<file path="src/rtl/utx_pkg.sv">
// Shared UART transmit frame timing on 1 us granularity: 115200 baud 8N1 approximated by a fixed boundary table.
// Bit edges sit at fixed microsecond counts so every frame is 87 us long, LSB first.
package utx_pkg;

    localparam int unsigned UTX_CNT_W = 7;

    typedef logic [UTX_CNT_W-1:0] cnt_us_t;

    localparam cnt_us_t UTX_FRAME_US = 7'd87;
    localparam cnt_us_t UTX_B0       = 7'd9;
    localparam cnt_us_t UTX_B1       = 7'd17;
    localparam cnt_us_t UTX_B2       = 7'd26;
    localparam cnt_us_t UTX_B3       = 7'd35;
    localparam cnt_us_t UTX_B4       = 7'd43;
    localparam cnt_us_t UTX_B5       = 7'd52;
    localparam cnt_us_t UTX_B6       = 7'd61;
    localparam cnt_us_t UTX_B7       = 7'd69;
    localparam cnt_us_t UTX_STOP     = 7'd78;

    typedef enum logic {
        UTX_IDLE = 1'b0,
        UTX_SEND = 1'b1
    } utx_state_t;

    // Line level after a strobe in SEND, keyed on the count before it increments.
    function automatic logic utx_line_next(input cnt_us_t cnt, input logic [7:0] shreg,
                                           input logic cur);
        logic nxt;
        nxt = cur;
        case (cnt)
            UTX_B0:   nxt = shreg[0];
            UTX_B1:   nxt = shreg[1];
            UTX_B2:   nxt = shreg[2];
            UTX_B3:   nxt = shreg[3];
            UTX_B4:   nxt = shreg[4];
            UTX_B5:   nxt = shreg[5];
            UTX_B6:   nxt = shreg[6];
            UTX_B7:   nxt = shreg[7];
            UTX_STOP: nxt = 1'b1;
            default:  nxt = cur;
        endcase
        return nxt;
    endfunction

endpackage

</file>
<file path="src/rtl/phy_utx_if.sv">
// Byte push channel plus status between the protocol layer and the UART transmit PHY.
// tx_rdy gates tx_vld; tx_ovf flags a dropped push, tx_busy covers queued and in-flight bytes.
interface phy_utx_if;
    logic [7:0] tx_data;
    logic       tx_vld;
    logic       tx_rdy;
    logic       tx_ovf;
    logic       tx_busy;

    modport master (
        output tx_data,
        output tx_vld,
        input  tx_rdy,
        input  tx_ovf,
        input  tx_busy
    );

    modport slave (
        input  tx_data,
        input  tx_vld,
        output tx_rdy,
        output tx_ovf,
        output tx_busy
    );
endinterface

</file>
<file path="src/rtl/utx_fifo.sv">
// Single-clock byte FIFO with show-ahead read data; one-cycle write, read data valid while not empty.
// Push when full and pop when empty are ignored, so the caller never corrupts the pointers.
module utx_fifo #(
    parameter int FIFO_AW = 2
) (
    input  logic       clk_sys,
    input  logic       rst_n,
    input  logic       push,
    input  logic       pop,
    input  logic [7:0] wdata,
    output logic [7:0] rdata,
    output logic       full,
    output logic       empty
);

    localparam int DEPTH = 1 << FIFO_AW;
    localparam logic [FIFO_AW:0] PTR_ONE = {{FIFO_AW{1'b0}}, 1'b1};

    logic [7:0]       mem [DEPTH];
    logic [FIFO_AW:0] wptr;
    logic [FIFO_AW:0] rptr;
    logic             do_push;
    logic             do_pop;

    assign do_push = push & ~full;
    assign do_pop  = pop & ~empty;

    // Extra pointer MSB tells full from empty when the address bits match.
    assign empty = (wptr == rptr);
    assign full  = (wptr[FIFO_AW] != rptr[FIFO_AW]) &&
                   (wptr[FIFO_AW-1:0] == rptr[FIFO_AW-1:0]);
    assign rdata = mem[rptr[FIFO_AW-1:0]];

    always_ff @(posedge clk_sys) begin
        if (!rst_n) begin
            wptr <= '0;
            rptr <= '0;
        end else begin
            if (do_push) begin
                wptr <= wptr + PTR_ONE;
            end
            if (do_pop) begin
                rptr <= rptr + PTR_ONE;
            end
        end
    end

    always_ff @(posedge clk_sys) begin
        if (do_push) begin
            mem[wptr[FIFO_AW-1:0]] <= wdata;
        end
    end

endmodule

</file>
<file path="src/rtl/phy_utx.sv">
// 8N1 UART transmitter paced by the 1 us strobe; start edge leaves 1 clk after the first strobe with a byte queued.
// tx_rdy drops while the FIFO is full; a push then is dropped and flagged one cycle later on tx_ovf.
module phy_utx
    import utx_pkg::*;
#(
    parameter int FIFO_AW = 2
) (
    input  logic     clk_sys,
    input  logic     rst_n,
    input  logic     pluse_us,
    phy_utx_if.slave bus,
    output logic     uart_tx
);

    logic       fifo_full;
    logic       fifo_empty;
    logic       fifo_push;
    logic       fifo_pop;
    logic [7:0] fifo_rdata;

    utx_state_t state;
    cnt_us_t    cnt_us;
    logic [7:0] shreg;
    logic       tx_ovf;
    logic       tx_busy;
    logic       frame_end;
    logic       cnt_bad;

    assign frame_end = (state == UTX_SEND) && (cnt_us == UTX_FRAME_US);
    assign cnt_bad   = (cnt_us > UTX_FRAME_US);

    assign fifo_push = bus.tx_vld & ~fifo_full;
    // Pop on the strobe that starts a frame, either from idle or straight after a stop bit.
    assign fifo_pop  = pluse_us & ~fifo_empty & ((state == UTX_IDLE) | frame_end);

    assign bus.tx_rdy  = ~fifo_full;
    assign bus.tx_ovf  = tx_ovf;
    assign bus.tx_busy = tx_busy;

    utx_fifo #(
        .FIFO_AW (FIFO_AW)
    ) u_fifo (
        .clk_sys (clk_sys),
        .rst_n   (rst_n),
        .push    (fifo_push),
        .pop     (fifo_pop),
        .wdata   (bus.tx_data),
        .rdata   (fifo_rdata),
        .full    (fifo_full),
        .empty   (fifo_empty)
    );

    always_ff @(posedge clk_sys) begin
        if (!rst_n) begin
            state   <= UTX_IDLE;
            cnt_us  <= '0;
            shreg   <= '0;
            uart_tx <= 1'b1;
            tx_ovf  <= 1'b0;
            tx_busy <= 1'b0;
        end else begin
            tx_ovf  <= bus.tx_vld & fifo_full;
            tx_busy <= (state == UTX_SEND) | ~fifo_empty;
            if (pluse_us) begin
                if (fifo_pop) begin
                    shreg   <= fifo_rdata;
                    uart_tx <= 1'b0;
                    cnt_us  <= 7'd1;
                    state   <= UTX_SEND;
                end else if ((state == UTX_IDLE) || frame_end || cnt_bad) begin
                    // Out-of-range counts are unreachable but recover to a clean idle line.
                    state   <= UTX_IDLE;
                    cnt_us  <= '0;
                    uart_tx <= 1'b1;
                end else begin
                    uart_tx <= utx_line_next(cnt_us, shreg, uart_tx);
                    cnt_us  <= cnt_us + 7'd1;
                end
            end
        end
    end

endmodule

</file>
<file path="src/flat_wrapper.sv">
// flat-port wrapper written by rule: the top's interface ports become plain ports
module phy_utx_flat import utx_pkg::*;
#(
    parameter int FIFO_AW = 2
)
  (clk_sys, rst_n, pluse_us, uart_tx, bus_tx_data, bus_tx_vld, bus_tx_rdy, bus_tx_ovf, bus_tx_busy);
  phy_utx_if bus_i ();
  input  logic clk_sys;
  input  logic rst_n;
  input  logic pluse_us;
  output logic uart_tx;
  input wire logic [$bits(bus_i.tx_data)-1:0] bus_tx_data;
  input wire logic [$bits(bus_i.tx_vld)-1:0] bus_tx_vld;
  output wire logic [$bits(bus_i.tx_rdy)-1:0] bus_tx_rdy;
  output wire logic [$bits(bus_i.tx_ovf)-1:0] bus_tx_ovf;
  output wire logic [$bits(bus_i.tx_busy)-1:0] bus_tx_busy;
  assign bus_i.tx_data = bus_tx_data;
  assign bus_i.tx_vld = bus_tx_vld;
  assign bus_tx_rdy = bus_i.tx_rdy;
  assign bus_tx_ovf = bus_i.tx_ovf;
  assign bus_tx_busy = bus_i.tx_busy;
  phy_utx #(.FIFO_AW(FIFO_AW)) u_core (.clk_sys(clk_sys), .rst_n(rst_n), .pluse_us(pluse_us), .bus(bus_i), .uart_tx(uart_tx));
endmodule
</file>
<file path="config.mk">
export PLATFORM = sky130hd
export DESIGN_NAME = phy_utx_flat
export DESIGN_NICKNAME = d
export VERILOG_FILES = /design/src/rtl/utx_pkg.sv /design/src/rtl/phy_utx_if.sv /design/src/rtl/utx_fifo.sv /design/src/rtl/phy_utx.sv /design/src/flat_wrapper.sv
export SDC_FILE = /design/constraint.sdc
export NUM_CORES = 1
export LEC_CHECK = 0
export CAP_MARGIN = 25
export CORE_AREA = 2 2 68 70
export CTS_CLUSTER_DIAMETER = 200
export DETAILED_ROUTE_END_ITERATION = 8
export DIE_AREA = 0 0 70 72
export HOLD_SLACK_MARGIN = 0.06
export PLACE_DENSITY = 0.86
export SETUP_SLACK_MARGIN = 0.2
export SYNTH_ARGS = -nofsm -noshare
export SYNTH_HDL_FRONTEND = slang
export SYNTH_SLANG_ARGS = --single-unit
</file>
<file path="constraint.sdc">
create_clock -name clk_sys -period 3.89 [get_ports clk_sys]
set_input_delay 0.778 -clock clk_sys [delete_from_list [all_inputs] [get_ports clk_sys]]
set_output_delay 0.778 -clock clk_sys [all_outputs]
set_load 0.005 [all_outputs]
</file>
Word level (Yosys, flattened, before mapping):

Memories as Yosys holds them, arrays and structs flattened. A register that Yosys moved wholly into a read port is not among the register bits.
Cells that the tools add are included.

* RAM bits: 32
* output and inout port bits: 4
* word-level logic and storage cells: 55
* memories: 1
* register bits after elaboration: 17
* bits of input ports: 12

* equality and inequality tests: 13
* reductions and logical operators: 10
* add/sub/neg operators: 3
* bitwise logic cells: 11
* $lt $le $gt $ge: 1
* muxes and demuxes: 9

Memories
* u_core.u_fifo.mem: depth 4, width 8, rd ports 1, clocked after memory_dff 1, write ports 1, RTL line utx_fifo.sv:19 `logic [7:0] mem [DEPTH];`

Operator list (number)
* 7-bit by 6-bit equality test with 1-bit output, second input constant: 4
* 7-bit equality test, second input constant: 3
* 7-bit by 5-bit equality test with 1-bit output, second input constant: 2
* 7-bit two-way mux: 2
* 11-bit nonzero test: 1
* 1-bit case mux with 9 select lines: 1
* 7-bit by 1-bit adder with 7-bit output, second input constant: 1
* 7-bit by 4-bit equality test with 1-bit output, second input constant: 1
* 7-bit > comparator, second input constant: 1
* 3-bit by 1-bit adder with 3-bit output, second input constant: 2
* 1-bit AND: 6
* 1-bit two-way mux: 6
* 2-bit AND reduction: 3
* 3-bit equality test: 1
* 1-bit NOT: 3
* 2-bit equality test: 1
* 1-bit logical AND: 2
* 1-bit logical OR: 2
* 1-bit bitwise OR: 2
* 2-bit nonzero test: 1
* 1-bit logical NOT: 1
* 1-bit != test: 1

Depth between registers and ports, before layout:

* depth after elaboration: 7
* mapped depth: 8
* mapped depth without buffers: 8

Cells and area by module:

From an unflattened synthesis, not the netlist that was laid out.

* cell total of the unflattened synthesis: 245
* area total of the unflattened synthesis: 2857.7 um^2

By module, submodules not included
* utx_fifo: seq. area each 1121.1 um^2, area an instance 1724.2 um^2, instances 1, cells an instance 110
* phy_utx: seq. area each 380.4 um^2, area an instance 1133.6 um^2, instances 1, cells an instance 135

Least setup slack after synthesis:

Ideal clock, no wire load.

* path type: input to register
* from: input pluse_us
* to: register u_core.shreg[0], read port of u_core.u_fifo.mem
* arrival time: 1941 ps
* required time: 3762 ps
* path slack: 1822 ps
* path buffers: 3
* setup time: 128 ps
* stages on the path: 7
* cell sequence: clkbuf_1 > inv_1 > or3_1 > buf_6 > buf_8 > mux2i_1 > nor2_1

* word-level cells in the longest chain between the ends: 3

RTL lines
* start, declared: RTL line flat_wrapper.sv:10 `input logic pluse_us;`
* 1-bit AND (2 in a row): RTL line phy_utx.sv:34 `assign fifo_pop = pluse_us & ~fifo_empty & ((state == UTX_IDLE) | frame_end);`
* 2-bit AND reduction (no line) *
* end, declared: RTL line phy_utx.sv:23 `logic [7:0] shreg;`

Every way passes the cells marked *; elsewhere a longest branch is shown, timed or not.
A chain may end at the register's enable or synchronous reset.

Worst setup path in the final report:

* from: register u_core.u_fifo.rptr[1]
* to: output bus_tx_rdy

* word-level cells in the longest chain between the ends: 3

RTL lines
* start, declared: RTL line utx_fifo.sv:21 `logic [FIFO_AW:0] rptr;`
* start signal, assigned: RTL line utx_fifo.sv:43 `rptr <= rptr + PTR_ONE;`
* 2-bit equality test: RTL line utx_fifo.sv:31 `(wptr[FIFO_AW-1:0] == rptr[FIFO_AW-1:0]);`
* 1-bit logical AND: RTL line utx_fifo.sv:30 `assign full = (wptr[FIFO_AW] != rptr[FIFO_AW]) &&`
* 1-bit NOT: RTL line phy_utx.sv:36 `assign bus.tx_rdy = ~fifo_full;`
* end, declared: RTL line flat_wrapper.sv:14 `output wire logic [$bits(bus_i.tx_rdy)-1:0] bus_tx_rdy;`

Every way passes these cells.

==> tab_implementation.tex <==
\begin{tabular}{lr}
\hline
Metric & Value \\
\hline
\multicolumn{2}{l}{\textbf{Clock tree}} \\
Clk slew on worst S/H paths & 0.06 ns \\
Hold-fix buffers at CTS & 0 \\
Cts repair resizes & 0 \\
CTS H-Tree Depth & 3 \\
CTS max path bufs & 2 \\
Root cell of the clock tree & clkbuf\_8 \\
Clock tree from TritonCTS & yes \\
Number of buffers created by CTS & 9 \\
Latest clock arrival within the worst-skew pair & approximately 0.33 ns \\
Post-CTS Setup Bufs & 0 \\
Clock net sink count & 57 \\
\multicolumn{2}{l}{\textbf{Routing}} \\
Via count of the routed design & 1670 \\
Count of nets left with antenna violations after detail routing & 0 \\
DRT Pass-1 Iters & 4 \\
DRC errors left & 0 \\
Final WL & 4750 um \\
Number of vias per cell after detailed routing & between 5 and 6 \\
Average detailed-routed wire length per instance & approximately 17 um \\
Number of DRC markers after the initial detailed-route iteration & 169 \\
\multicolumn{2}{l}{\textbf{Setup path}} \\
Setup Crit Path Kind & flip-flop to primary output \\
Worst EP arrival & 1.91 ns \\
Critical path, cell by cell & xnor2\_1 > nand3\_1 > clkdlybuf4s50\_1 \\
Data required, critical path & 3.11 ns \\
Largest incremental delay on the critical path & 0.61 ns \\
Worst-path fanout max & 11 \\
Internal reg-to-reg setup slack & 1.77 ns \\
Sort of element at the start of the critical path & flip-flop \\
Endpoint class of the critical path & primary output \\
Slowest stage cell on the critical path & dfxtp\_1 \\
\multicolumn{2}{l}{\textbf{Yosys}} \\
Cells after synthesis & 210 \\
Syn Std Cell Area & 2630 um\^{}2 \\
Syn\_nets & 232 \\
Library cells used by synthesis & 42 \\
Mean instance size in the synthesized netlist & 12.5 um\^{}2 \\
Share of the synthesized area in the top cell type & 0.365 \\
Total of warnings raised by yosys & 0 \\
Number of synthesized flops with an enable pin & 32 \\
Library cell with the largest summed area after synthesis & edfxtp\_1 \\
Number of storage elements in the synthesis netlist & 57 \\
Portion of the post-synthesis area used by sequential elements & 0.556 \\
Most common cell in the synthesized netlist & edfxtp\_1 \\
Most common flop cell mapped by yosys & edfxtp\_1 \\
Top post-synthesis cells by count & edfxtp\_1 (32), nor2\_1 (26), dfxtp\_1 (25), mux2i\_1 (11) \\
Share of synthesized flip-flops with an asynchronous set or reset & 0 \\
Synth area leaders & edfxtp\_1 (37\%), dfxtp\_1 (19\%), mux4\_1 (8.0\%), ha\_1 (4.8\%), mux2i\_1 (4.2\%) \\
\multicolumn{2}{l}{\textbf{Global routing}} \\
Aggregate global-route resource usage & 0.205 \\
Via count of the first global-routing pass & 1652 \\
First-pass GRT wire length & 7750 um \\
Pin count of the biggest net entering global routing & 18 \\
Initial antenna violation count & 0 \\
Congestion Overflow GR & 0 \\
\multicolumn{2}{l}{\textbf{STA}} \\
Actual transition at the worst max-transition pin & 0.691 ns \\
Final worst path period share & 0.692 \\
Setup violation total in the final timing report & 0 \\
Total Negative Setup Slacks & 0 ns \\
Setup repair after global routing missed its margin & false \\
Count of endpoints failing hold in the final timing report & 0 \\
Minimum clock period after layout & 2.69 ns \\
Max-slew violations & 0 \\
Worst slew margin relative to its limit & 0.540 \\
Maximum clock skew at final layout & 0.00698 ns \\
Maximum clock frequency & 0.371 GHz \\
\multicolumn{2}{l}{\textbf{Placement}} \\
Routability Congestion & 0.910 \\
Detailed Place HPWL & 3290 um \\
PortBufs & 15 \\
\multicolumn{2}{l}{\textbf{Final layout}} \\
Proportion of layout cells with a drive suffix above 1 & 0.0823 \\
Footprint of the multi-input gates & 1040 um\^{}2 \\
Sequential cell area in the final layout & 1460 um\^{}2 \\
Fin nets & 248 \\
Final-layout fill cell count & 300 \\
Number of antenna diodes & 0 \\
Layout area overhead & 13.0\% \\
Finished Core Util & 0.697 \\
\multicolumn{2}{l}{\textbf{Die}} \\
Std-Cell Rows & 24 \\
Die outline width & around 70 um \\
Initial Utilization & 0.617 \\
Area of the core region & 4260 um\^{}2 \\
Die outline area & 5040 um\^{}2 \\
Floorplan die height & between 70 and 80 um \\
Number of ports placed on the die boundary & 16 \\
\multicolumn{2}{l}{\textbf{Power and ir drop}} \\
Leak pwr & 1.11 nW \\
Worst ir drop on vdd & 456 uV \\
Areal power density over the cells & around 510 nW/um\^{}2 \\
\multicolumn{2}{l}{\textbf{Run status}} \\
Outcome & completed \\
\multicolumn{2}{l}{\textbf{Job}} \\
Maximum capacitance violations & 0 \\
\multicolumn{2}{l}{\textbf{Min path}} \\
Worst min path class & flip-flop to flip-flop \\
\hline
\end{tabular}
registers in the layout, summed over array words and instances (netlist names):
signal / count
u_core.bus.tx_busy: 1
u_core.bus.tx_ovf: 1
u_core.cnt_us: 7
u_core.shreg: 8
u_core.u_fifo.rptr: 3
u_core.u_fifo.mem: 32
u_core.u_fifo.wptr: 3
u_core.uart_tx: 1
u_core.state: 1
layout make-up:
type | instances | area share
Clock buffer | 9 | 0.0417
Clock inverter | 7 | 0.0265
Inverter | 11 | 0.0139
Multi-Input combinational cell | 131 | 0.351
Sequential cell | 57 | 0.492
Tap cell | 52 | 0.0219
Timing Repair Buffer | 16 | 0.0531
layer usage:
metal  global-route usage  vias up  routed length, um
li1                     -      807                  -
met1                0.243      814               2030
met2                0.353       43               2490
met3               0.0500        6                180
met4               0.0983        0                 48
met5                    0        -                  0
stage by stage:
step	hold WS (ns)	instance area, um^2	total power, mW	worst slack [ns]	cells
after floorplan	0.455	2630	0.911	1.82	210
after global placement	0.466	2770	0.953	1.22	267
after detailed placement	0.483	2770	0.966	1.16	267
after CTS	0.504	2970	1.52	1.18	283
after global routing	0.541	2970	1.57	1.12	283
final	0.497	2970	1.51	1.20	283
critical path, delay by kind of cell (launching register included):
family        cells  cell delay [ns]
flops             1             0.61
simple gates      1             0.24
xor+xnor          1             0.18
buf+inv           1             0.55
where the power goes:
group          switching, mW  total [mW]  internal [mW]
registers             0.0304       0.716          0.686
logic                  0.119       0.239          0.120
clock network          0.250       0.550          0.300
layout by cell type, fill, tap and decap left out, types with 2 or more instances in the layout:
cell type / synthesis / routed
mux2i_1: 11 / 11
ha_1: 10 / 10
nor3b_1: 2 / 2
mux4_1: 8 / 8
nand3b_1: 2 / 2
nand3_1: 5 / 5
nand2_1: 9 / 9
inv_6: 0 / 2
o21ai_0: 4 / 4
xnor2_1: 8 / 8
xor2_1: 4 / 4
inv_1: 10 / 10
nor2b_1: 4 / 4
edfxtp_1: 32 / 32
clkbuf_8: 0 / 9
nor3_1: 2 / 2
and3_1: 6 / 6
clkdlybuf4s50_1: 0 / 15
nand4_1: 5 / 5
clkinvlp_4: 0 / 3
nor2_1: 26 / 26
a21oi_1: 7 / 7
and3b_1: 2 / 2
dfxtp_1: 25 / 25
worst paths after layout:
| check | end | startpoint | cells past startpoint |
|---|---|---|---|
| setup / recovery | bus_tx_rdy | u_core.u_fifo.rptr[1] | 3 |
| hold / removal | u_core.shreg[2] | u_core.shreg[2] | 2 |
| setup reg to reg | u_core.uart_tx | u_core.cnt_us[0] | 8 |
| hold reg to reg | u_core.shreg[2] | u_core.shreg[2] | 2 |
cells by family after synthesis:
family,Yosys count,share of synthesized area
simple gates,69,0.133
flops,57,0.556
buf+inv,22,0.0476
compound gates,21,0.0547
mux,19,0.122
xor+xnor,12,0.0400
fa+ha+maj,10,0.0476
(Power assumes the default switching activity.)
